<file path="src/rtl/isqrt_pkg.sv">
// Shared definitions for the magnitude pipeline (sum-of-squares stage and the
// digit-by-digit integer square root that consumes its result).
//   sumsq_state_e : control states of the serial sum-of-squares stage
//   ISQRT_IN_W    : default component width of the vector samples
package isqrt_pkg;

  typedef enum logic [1:0] {
    IDLE = 2'd0,
    SQ_X = 2'd1,
    SQ_Y = 2'd2,
    DONE = 2'd3
  } sumsq_state_e;

  localparam int ISQRT_IN_W = 16;

endpackage

</file>
<file path="src/rtl/serial_sq_step.sv">
// One shift-add step of a serial squarer.
//   operand  in   IN_W    unsigned magnitude being squared
//   cnt      in   CNT_W   bit position examined in this step
//   acc      in   OUT_W   running partial sum
//   acc_next out  OUT_W   acc + (operand[cnt] ? operand << cnt : 0)
// Purely combinational; the caller time-shares it between both components.
module serial_sq_step
  import isqrt_pkg::*;
#(
  parameter int IN_W  = ISQRT_IN_W,
  parameter int OUT_W = 2 * IN_W,
  parameter int CNT_W = $clog2(IN_W)
) (
  input  logic [IN_W-1:0]  operand,
  input  logic [CNT_W-1:0] cnt,
  input  logic [OUT_W-1:0] acc,
  output logic [OUT_W-1:0] acc_next
);

  logic [OUT_W-1:0] operand_ext_s;
  logic [OUT_W-1:0] partial_s;

  // Conditionally add the shifted operand (one partial product per step).
  always_comb begin
    operand_ext_s = {{(OUT_W-IN_W){1'b0}}, operand};
    if (operand[cnt]) begin
      partial_s = operand_ext_s << cnt;
    end else begin
      partial_s = {OUT_W{1'b0}};
    end
    acc_next = acc + partial_s;
  end

endmodule

</file>
<file path="src/rtl/sumsq_seq.sv">
// Serial sum-of-squares stage: data = x*x + y*y, one partial product per cycle.
//   clk, rst_n           clock (rising edge), asynchronous active-low reset
//   in_valid / in_ready  input handshake; x, y sampled only at the accept edge
//   x, y                 signed IN_W-bit components
//   out_valid/out_ready  output handshake; data held until accepted
//   data                 unsigned OUT_W-bit sum of squares
// Result appears 2*IN_W edges after accept; x is squared first, then y, both
// through a single shared shift-add step. The OUT_W accumulator cannot
// overflow: the largest sum is exactly 2^(OUT_W-1).
module sumsq_seq
  import isqrt_pkg::*;
#(
  parameter  int IN_W  = ISQRT_IN_W,
  localparam int OUT_W = 2 * IN_W
) (
  input  logic             clk,
  input  logic             rst_n,
  input  logic             in_valid,
  output logic             in_ready,
  input  logic [IN_W-1:0]  x,
  input  logic [IN_W-1:0]  y,
  output logic             out_valid,
  input  logic             out_ready,
  output logic [OUT_W-1:0] data
);

  localparam int CNT_W = $clog2(IN_W);
  localparam logic [CNT_W-1:0] CNT_ONE  = CNT_W'(1);
  localparam logic [CNT_W-1:0] CNT_LAST = CNT_W'(IN_W - 1);
  localparam logic [IN_W-1:0]  IN_ONE   = IN_W'(1);

  sumsq_state_e     state_r,     state_nx_s;
  logic [CNT_W-1:0] cnt_r,       cnt_nx_s;
  logic [OUT_W-1:0] acc_r,       acc_nx_s;
  logic [IN_W-1:0]  ax_r,        ax_nx_s;
  logic [IN_W-1:0]  ay_r,        ay_nx_s;
  logic [OUT_W-1:0] data_r,      data_nx_s;
  logic             out_valid_r, out_valid_nx_s;
  logic             in_ready_r,  in_ready_nx_s;
  logic [IN_W-1:0]  step_operand_s;
  logic [OUT_W-1:0] step_acc_s;

  // Two's-complement magnitude as unsigned; the most negative value maps to
  // 2^(IN_W-1), which still fits in IN_W unsigned bits.
  function automatic logic [IN_W-1:0] abs_u(input logic [IN_W-1:0] v);
    if (v[IN_W-1]) begin
      abs_u = ~v + IN_ONE;
    end else begin
      abs_u = v;
    end
  endfunction

  serial_sq_step #(
    .IN_W  (IN_W),
    .OUT_W (OUT_W),
    .CNT_W (CNT_W)
  ) u_step (
    .operand  (step_operand_s),
    .cnt      (cnt_r),
    .acc      (acc_r),
    .acc_next (step_acc_s)
  );

  // Next-state, datapath and output-register logic for the control FSM.
  always_comb begin
    state_nx_s     = state_r;
    cnt_nx_s       = cnt_r;
    acc_nx_s       = acc_r;
    ax_nx_s        = ax_r;
    ay_nx_s        = ay_r;
    data_nx_s      = data_r;
    out_valid_nx_s = out_valid_r;
    in_ready_nx_s  = in_ready_r;

    if (state_r == SQ_Y) begin
      step_operand_s = ay_r;
    end else begin
      step_operand_s = ax_r;
    end

    case (state_r)
      IDLE: begin
        if (in_valid && in_ready_r) begin
          state_nx_s    = SQ_X;
          ax_nx_s       = abs_u(x);
          ay_nx_s       = abs_u(y);
          acc_nx_s      = {OUT_W{1'b0}};
          cnt_nx_s      = {CNT_W{1'b0}};
          in_ready_nx_s = 1'b0;
        end else begin
          state_nx_s = IDLE;
        end
      end
      SQ_X: begin
        acc_nx_s = step_acc_s;
        if (cnt_r == CNT_LAST) begin
          state_nx_s = SQ_Y;
          cnt_nx_s   = {CNT_W{1'b0}};
        end else begin
          cnt_nx_s = cnt_r + CNT_ONE;
        end
      end
      SQ_Y: begin
        acc_nx_s = step_acc_s;
        if (cnt_r == CNT_LAST) begin
          state_nx_s     = DONE;
          cnt_nx_s       = {CNT_W{1'b0}};
          data_nx_s      = step_acc_s;
          out_valid_nx_s = 1'b1;
        end else begin
          cnt_nx_s = cnt_r + CNT_ONE;
        end
      end
      DONE: begin
        // in_ready stays low here, so a new sample can only be taken after
        // the result has been handed off.
        if (out_ready) begin
          state_nx_s     = IDLE;
          out_valid_nx_s = 1'b0;
          in_ready_nx_s  = 1'b1;
        end else begin
          state_nx_s = DONE;
        end
      end
      default: begin
        state_nx_s     = IDLE;
        out_valid_nx_s = 1'b0;
        in_ready_nx_s  = 1'b1;
      end
    endcase
  end

  // State and datapath registers; reset aborts any operation in flight.
  always_ff @(posedge clk or negedge rst_n) begin
    if (!rst_n) begin
      state_r     <= IDLE;
      cnt_r       <= {CNT_W{1'b0}};
      acc_r       <= {OUT_W{1'b0}};
      ax_r        <= {IN_W{1'b0}};
      ay_r        <= {IN_W{1'b0}};
      data_r      <= {OUT_W{1'b0}};
      out_valid_r <= 1'b0;
      in_ready_r  <= 1'b1;
    end else begin
      state_r     <= state_nx_s;
      cnt_r       <= cnt_nx_s;
      acc_r       <= acc_nx_s;
      ax_r        <= ax_nx_s;
      ay_r        <= ay_nx_s;
      data_r      <= data_nx_s;
      out_valid_r <= out_valid_nx_s;
      in_ready_r  <= in_ready_nx_s;
    end
  end

  assign in_ready  = in_ready_r;
  assign out_valid = out_valid_r;
  assign data      = data_r;

endmodule

</file>
<file path="config.mk">
export PLATFORM = sky130hd
export DESIGN_NAME = sumsq_seq
export DESIGN_NICKNAME = d
export VERILOG_FILES = /design/src/rtl/isqrt_pkg.sv /design/src/rtl/serial_sq_step.sv /design/src/rtl/sumsq_seq.sv
export SDC_FILE = /design/constraint.sdc
export NUM_CORES = 1
export LEC_CHECK = 0
export CORE_ASPECT_RATIO = 0.5
export CORE_MARGIN = 4
export CORE_UTILIZATION = 60
export CTS_CLUSTER_SIZE = 10
export DETAILED_ROUTE_END_ITERATION = 7
export GPL_TIMING_DRIVEN = 0
export PLACE_DENSITY = 0.93
export REMOVE_ABC_BUFFERS = 1
export SLEW_MARGIN = 25
export SYNTH_ARGS = -nofsm -noshare
export SYNTH_HDL_FRONTEND = slang
export SYNTH_SLANG_ARGS = --single-unit
</file>
<file path="constraint.sdc">
create_clock -name clk -period 14.5 [get_ports clk]
set_clock_uncertainty 0.2 [all_clocks]
set_input_delay 4.35 -clock clk [delete_from_list [all_inputs] [get_ports clk]]
set_output_delay 4.35 -clock clk [all_outputs]
set_load 0.02 [all_outputs]
</file>
Word-level counts from Yosys, hierarchy flattened
Index checks and enable logic that the tools add are counted.

Bitwise operators: 2. Mux-type cells: 22. Order comparisons: 1. Equal/unequal tests: 8. Reduce and logical (&&, ||, !) cells: 12. Add/sub/neg operators: 4. Shifts and indexed selects: 1.

Operators by type and width (count): two-way mux 32 bit (2); case mux 32 bit (2 select lines) (1); two-way mux 16 bit (3); adder 16 x 1 -> 16 bit (second input constant) (2); adder 32 bit (1); inverter 16 bit (2); << shifter 16 x 4 -> 32 bit (1); two-way mux 4 bit (2); case mux 2 bit (4 select lines) (1); case mux 4 bit (2 select lines) (1); AND reduction 2 bit (4); two-way mux 1 bit (6); two-way mux 2 bit (3); inequality test 2 bit (second input constant) (3); AND reduction 3 bit (2); nonzero test 2 bit (3); < comparator 4 x 5 -> 1 bit (second input constant) (1); adder 4 x 1 -> 4 bit (second input constant) (1); binary-select mux 1 bit (select 4 bit) (1); equality test 2 bit (second input constant) (2); equality test 4 bit (second input constant) (1); case mux 1 bit (2 select lines) (2); equality test 2 x 1 -> 1 bit (second input constant) (1); zero test 2 bit (1); other kinds (3) (3).

Logic and storage cells: 58. Input port bits: 36. Output and inout bits: 34. Flip-flop bits (word level): 104.

Logic depth before layout (Yosys ltp)
Depth after elaboration: 7. Gate-level depth with buffers: 19. Gate-level depth less buffers: 17.

Cells and area by module
Synthesis repeated with hierarchy kept, for this count alone.

Cell total of the unflattened synthesis: 792. Area, all modules: 7414.6 µm².

By module, submodules not included: sumsq_seq (cells an instance 408, area an instance 4698.3 µm², times used 1, sequential area each 2603.7 µm²); serial_sq_step (cells an instance 384, area an instance 2716.4 µm², times used 1, sequential area each 0.0 µm²).

Least setup slack after synthesis
Ideal clock, no wire load.

Path type: input port to flip-flop. From: input x[1]. To: register ax_r[13]. Required time: 14165 ps. Path buffers: 0. Cell stages on the path: 6. Library setup time: 135 ps. Arrival: 6002 ps. Slack: 8164 ps. Cells stage by stage: or3_1 -> or4_1 -> or2_2 -> o41ai_1 -> xor2_1 -> o21ai_0.

Word-level cells in the longest chain between the ends: 3.

Ends and longest elaborated chain: from (decl) (RTL line sumsq_seq.sv:20) `input logic [IN_W-1:0] x,`; inverter 16 bit (RTL line sumsq_seq.sv:47) `abs_u = ~v + IN_ONE;`; adder 16 x 1 -> 16 bit (RTL line sumsq_seq.sv:47); two-way mux 16 bit (RTL line sumsq_seq.sv:46) `if (v[IN_W-1]) begin`; to (signal assigned) (RTL line sumsq_seq.sv:139) `ax_r <= {IN_W{1'b0}};`; to (signal assigned) (RTL line sumsq_seq.sv:148) `ax_r <= ax_nx_s;`; to (decl) (RTL line sumsq_seq.sv:35) `logic [IN_W-1:0] ax_r, ax_nx_s;`.

No other way between the ends. A chain may end at the register's enable or synchronous reset.

Worst setup path after layout
From: input y[1]. To: register ay_r[13].

Word-level cells in the longest chain between the ends: 3.

Ends and longest elaborated chain: from (decl) (RTL line sumsq_seq.sv:21) `input logic [IN_W-1:0] y,`; inverter 16 bit (RTL line sumsq_seq.sv:47); adder 16 x 1 -> 16 bit (RTL line sumsq_seq.sv:47); two-way mux 16 bit (RTL line sumsq_seq.sv:46); to (signal assigned) (RTL line sumsq_seq.sv:140) `ay_r <= {IN_W{1'b0}};`; to (signal assigned) (RTL line sumsq_seq.sv:149) `ay_r <= ay_nx_s;`; to (decl) (RTL line sumsq_seq.sv:36) `logic [IN_W-1:0] ay_r, ay_nx_s;`.

No other way between the ends.

==> results.toml <==
[worst_setup_path]
worstSetupPathType = "in -> reg"
r2r_setup_slack_ns = 8.82
cp-start-kind = "input pin"
cp-endpoint = "ay_r[13]$_DFFE_PN0P_"
r2r_start = "state_r[0]$_DFFE_PN0P_"
r2r-end = "acc_r[26]$_DFFE_PN0P_"
crit_path_end_kind = "flop"
arrival_ns = 6.66
rr_worst_depth = 16
path_max_fanout = 3
crit_start = "y[1]"
critical_path_required_ns = 14.53

[die]
row_count = 28
die_w_um = 167
initial_utilization_pct = 62.9
core-area_um2 = 12100
die_area_um2 = 14700
chipHeight_um = 87.7
io_pins = 70

[detailed_routing]
drc = 0
wire_per_inst_um = 18.1
drtPass1Iterations = 7
vias_per_cell = 6.42
drt-initial-drc-count = 808
num_vias = 7072
routed_wl_mm = 19.9
detail-route-antenna-nets = 0

[layout]
layout.cells.non_filler = 1101
fill_cells = 928
fin_area_um2 = 8770
area_delta_synth_final_pct = 15.1
fin_util_pct = 72.4
layout_common_cells = "nand2_1 (162), o21ai_0 (115), dfrtp_1 (101), clkdlybuf4s50_1 (68), a21oi_1 (55)"
multi_input_area_um2 = 4760
layout-drive-gt1-share_pct = 7.69
nets = 1006
n_antenna_cell = 0
layout_commonest_cell = "nand2_1"
regArea_um2 = 2610

[power_and_ir_drop]
vdd_ir_drop_max_v = 0.000108
power_mw = 1.54
powerDensity_nw_per_um2 = 176
leakagePower_nw = 3.74

[logic_synthesis]
ys.flop_type = "dfrtp_1"
synth_cell_types = 58
synth_cells = 897
synth-seq-cells = 104
synthArstFlopShare_pct = 100
ys_seq_area_share_pct = 34.2
yosysWarnings = 0
synth.avg_cell_area_um2 = 8.50
netlist_area_um2 = 7620
synth-edff-count = 0

[placement]
place_congestion = 0.929
place_ws_ns = 7.50
place_area_um2 = 8460
io_buffers = 69
place_hpwl_mm = 14.8
dp_cells = 1085

[sta]
tns_ns = 0
hold_viol = 0
slew_headroom_pct = 39.1
maxSlewViolCount = 0
timing.final.ws_setup_ns = 7.88
period_needed_ns = 6.62
hold_ws_ns = 0.276
setup_viol = 0
fmax_mhz = 151
tightest_slew_ns = 0.913
rsz0062_at_grt = "no"
fin_crit_sh_pct = 45.7

[worst_hold_path]
hold_path.class = "reg -> reg"
hold_start = "data[18]$_DFFE_PN0P_"

[run]
max_cap_violations = 0

[clock_tree]
numCtsBuffers = 9
cts_tree = "built"
ctsHoldBuffers = 0
cts_resized = 0
clockBufferDepth = 2
cts_max_level = 3
clock-sinks = 104
postCtsSetupBuffers = 0
clkLatencyLatePin_ns = 0.36
path_clk_slew_ns = 0.08
root_buffer = "clkbuf_16"

[global_routing]
gr-usage-met3_pct = 6.18
grt_pass1_wl_mm = 33.6
grt_antenna_before_repair = 0
grt_max_degree = 64
grt_pass1_vias = 6603
grt_usage_pct = 28.1
grt_overflow_total = 0
grt-busiest-layer = "met2"
grtUsageMet1_pct = 40.1
use_met2_pct = 44.0

[outcome]
outcome = "completed"
==> cells in the mapped netlist (3+ instances only) <==
master	count	area share, %
o2111ai_1	4	0.46
buf_1	7	0.34
mux4_2	22	6.5
and3_1	7	0.57
nor2_1	51	2.5
nand3_1	20	1.3
mux2i_1	16	2.1
ha_1	38	6.2
a211oi_1	5	0.49
o41ai_1	8	0.92
xor2_1	34	3.9
nand2_1	164	8.1
nor2b_1	5	0.41
xnor2_1	15	1.7
o211ai_1	7	0.69
o21a_1	6	0.59
o22ai_1	14	1.1
o21ai_0	115	7.6
inv_1	24	1.2
and2_1	4	0.33
a31oi_1	3	0.25
buf_2	5	0.33
clkbuf_1	38	1.9
dfrtp_1	103	34
nand2b_1	5	0.41
or4_1	11	1.1
nand4_1	18	1.5
o21bai_1	3	0.30
nor3_1	12	0.79
o31ai_1	7	0.69
or3_1	13	1.1
or2_2	5	0.41
a21oi_1	55	3.6
a22o_1	5	0.57
mux2_2	10	1.5
a21o_1	11	1.1
==> where the power goes <==
group	total [mW]	internal [mW]	leakage [nW]	switching (mW)
clock	0.251	0.127	0.152	0.124
sequential	0.453	0.357	1.39	0.0958
combinational	0.838	0.331	2.19	0.507
==> per-layer routing <==
metal  routed length (µm)  up-vias
met2                 8680      385
met3                 2020       55
li1                     -     3340
met1                 8760     3292
met5                    0        -
met4                  457        0
==> worst min-delay path by stage <==
stage | end | depth (start not counted) | slack, ns
floorplan | acc_r[29]$_DFFE_PN0P_ | 2 | 0.26
global placement | data[16]$_DFFE_PN0P_ | 2 | 0.26
detailed placement | data[10]$_DFFE_PN0P_ | 2 | 0.27
CTS | data[18]$_DFFE_PN0P_ | 2 | 0.29
global route | data[31]$_DFFE_PN0P_ | 2 | 0.30
finish | data[18]$_DFFE_PN0P_ | 2 | 0.28
==> kinds of logic (layout without fill, tap and decap cells) <==
family	Yosys count	after routing	share of synthesized area, %
xor+xnor	49	49	5.63
buf+inv	74	113	3.73
flops	104	104	34.2
mux	48	48	10.1
compound gates	264	264	21.0
simple gates	319	319	18.9
fa+ha+maj	39	39	6.50
==> worst max-delay path, stage by stage <==
cell and delay [ns]:
clkdlybuf4s50_1 0.45, or3_1 0.42, or4_1 0.47, or2_2 0.35, o41ai_1 0.33, xor2_1 0.20
o21ai_0 0.09
==> layout make-up <==
| type | count | share of cell area (%) |
|---|---|---|
| multi-input combinational | 719 | 54.2 |
| sequential | 104 | 29.7 |
| timing repair buffer | 73 | 9.14 |
| clock buffer | 10 | 2.72 |
| tap | 165 | 2.35 |
| inverter | 24 | 1.03 |
| clock inverter | 6 | 0.799 |
==> flip-flops by register name, indices dropped and copies added, names as in the netlist <==
register / flops
state_r: 2
cnt_r: 4
data: 32
in_ready: 1
out_valid: 1
ay_r: 16
acc_r: 32
ax_r: 16
No activity file was read; power rests on OpenSTA's default activity.
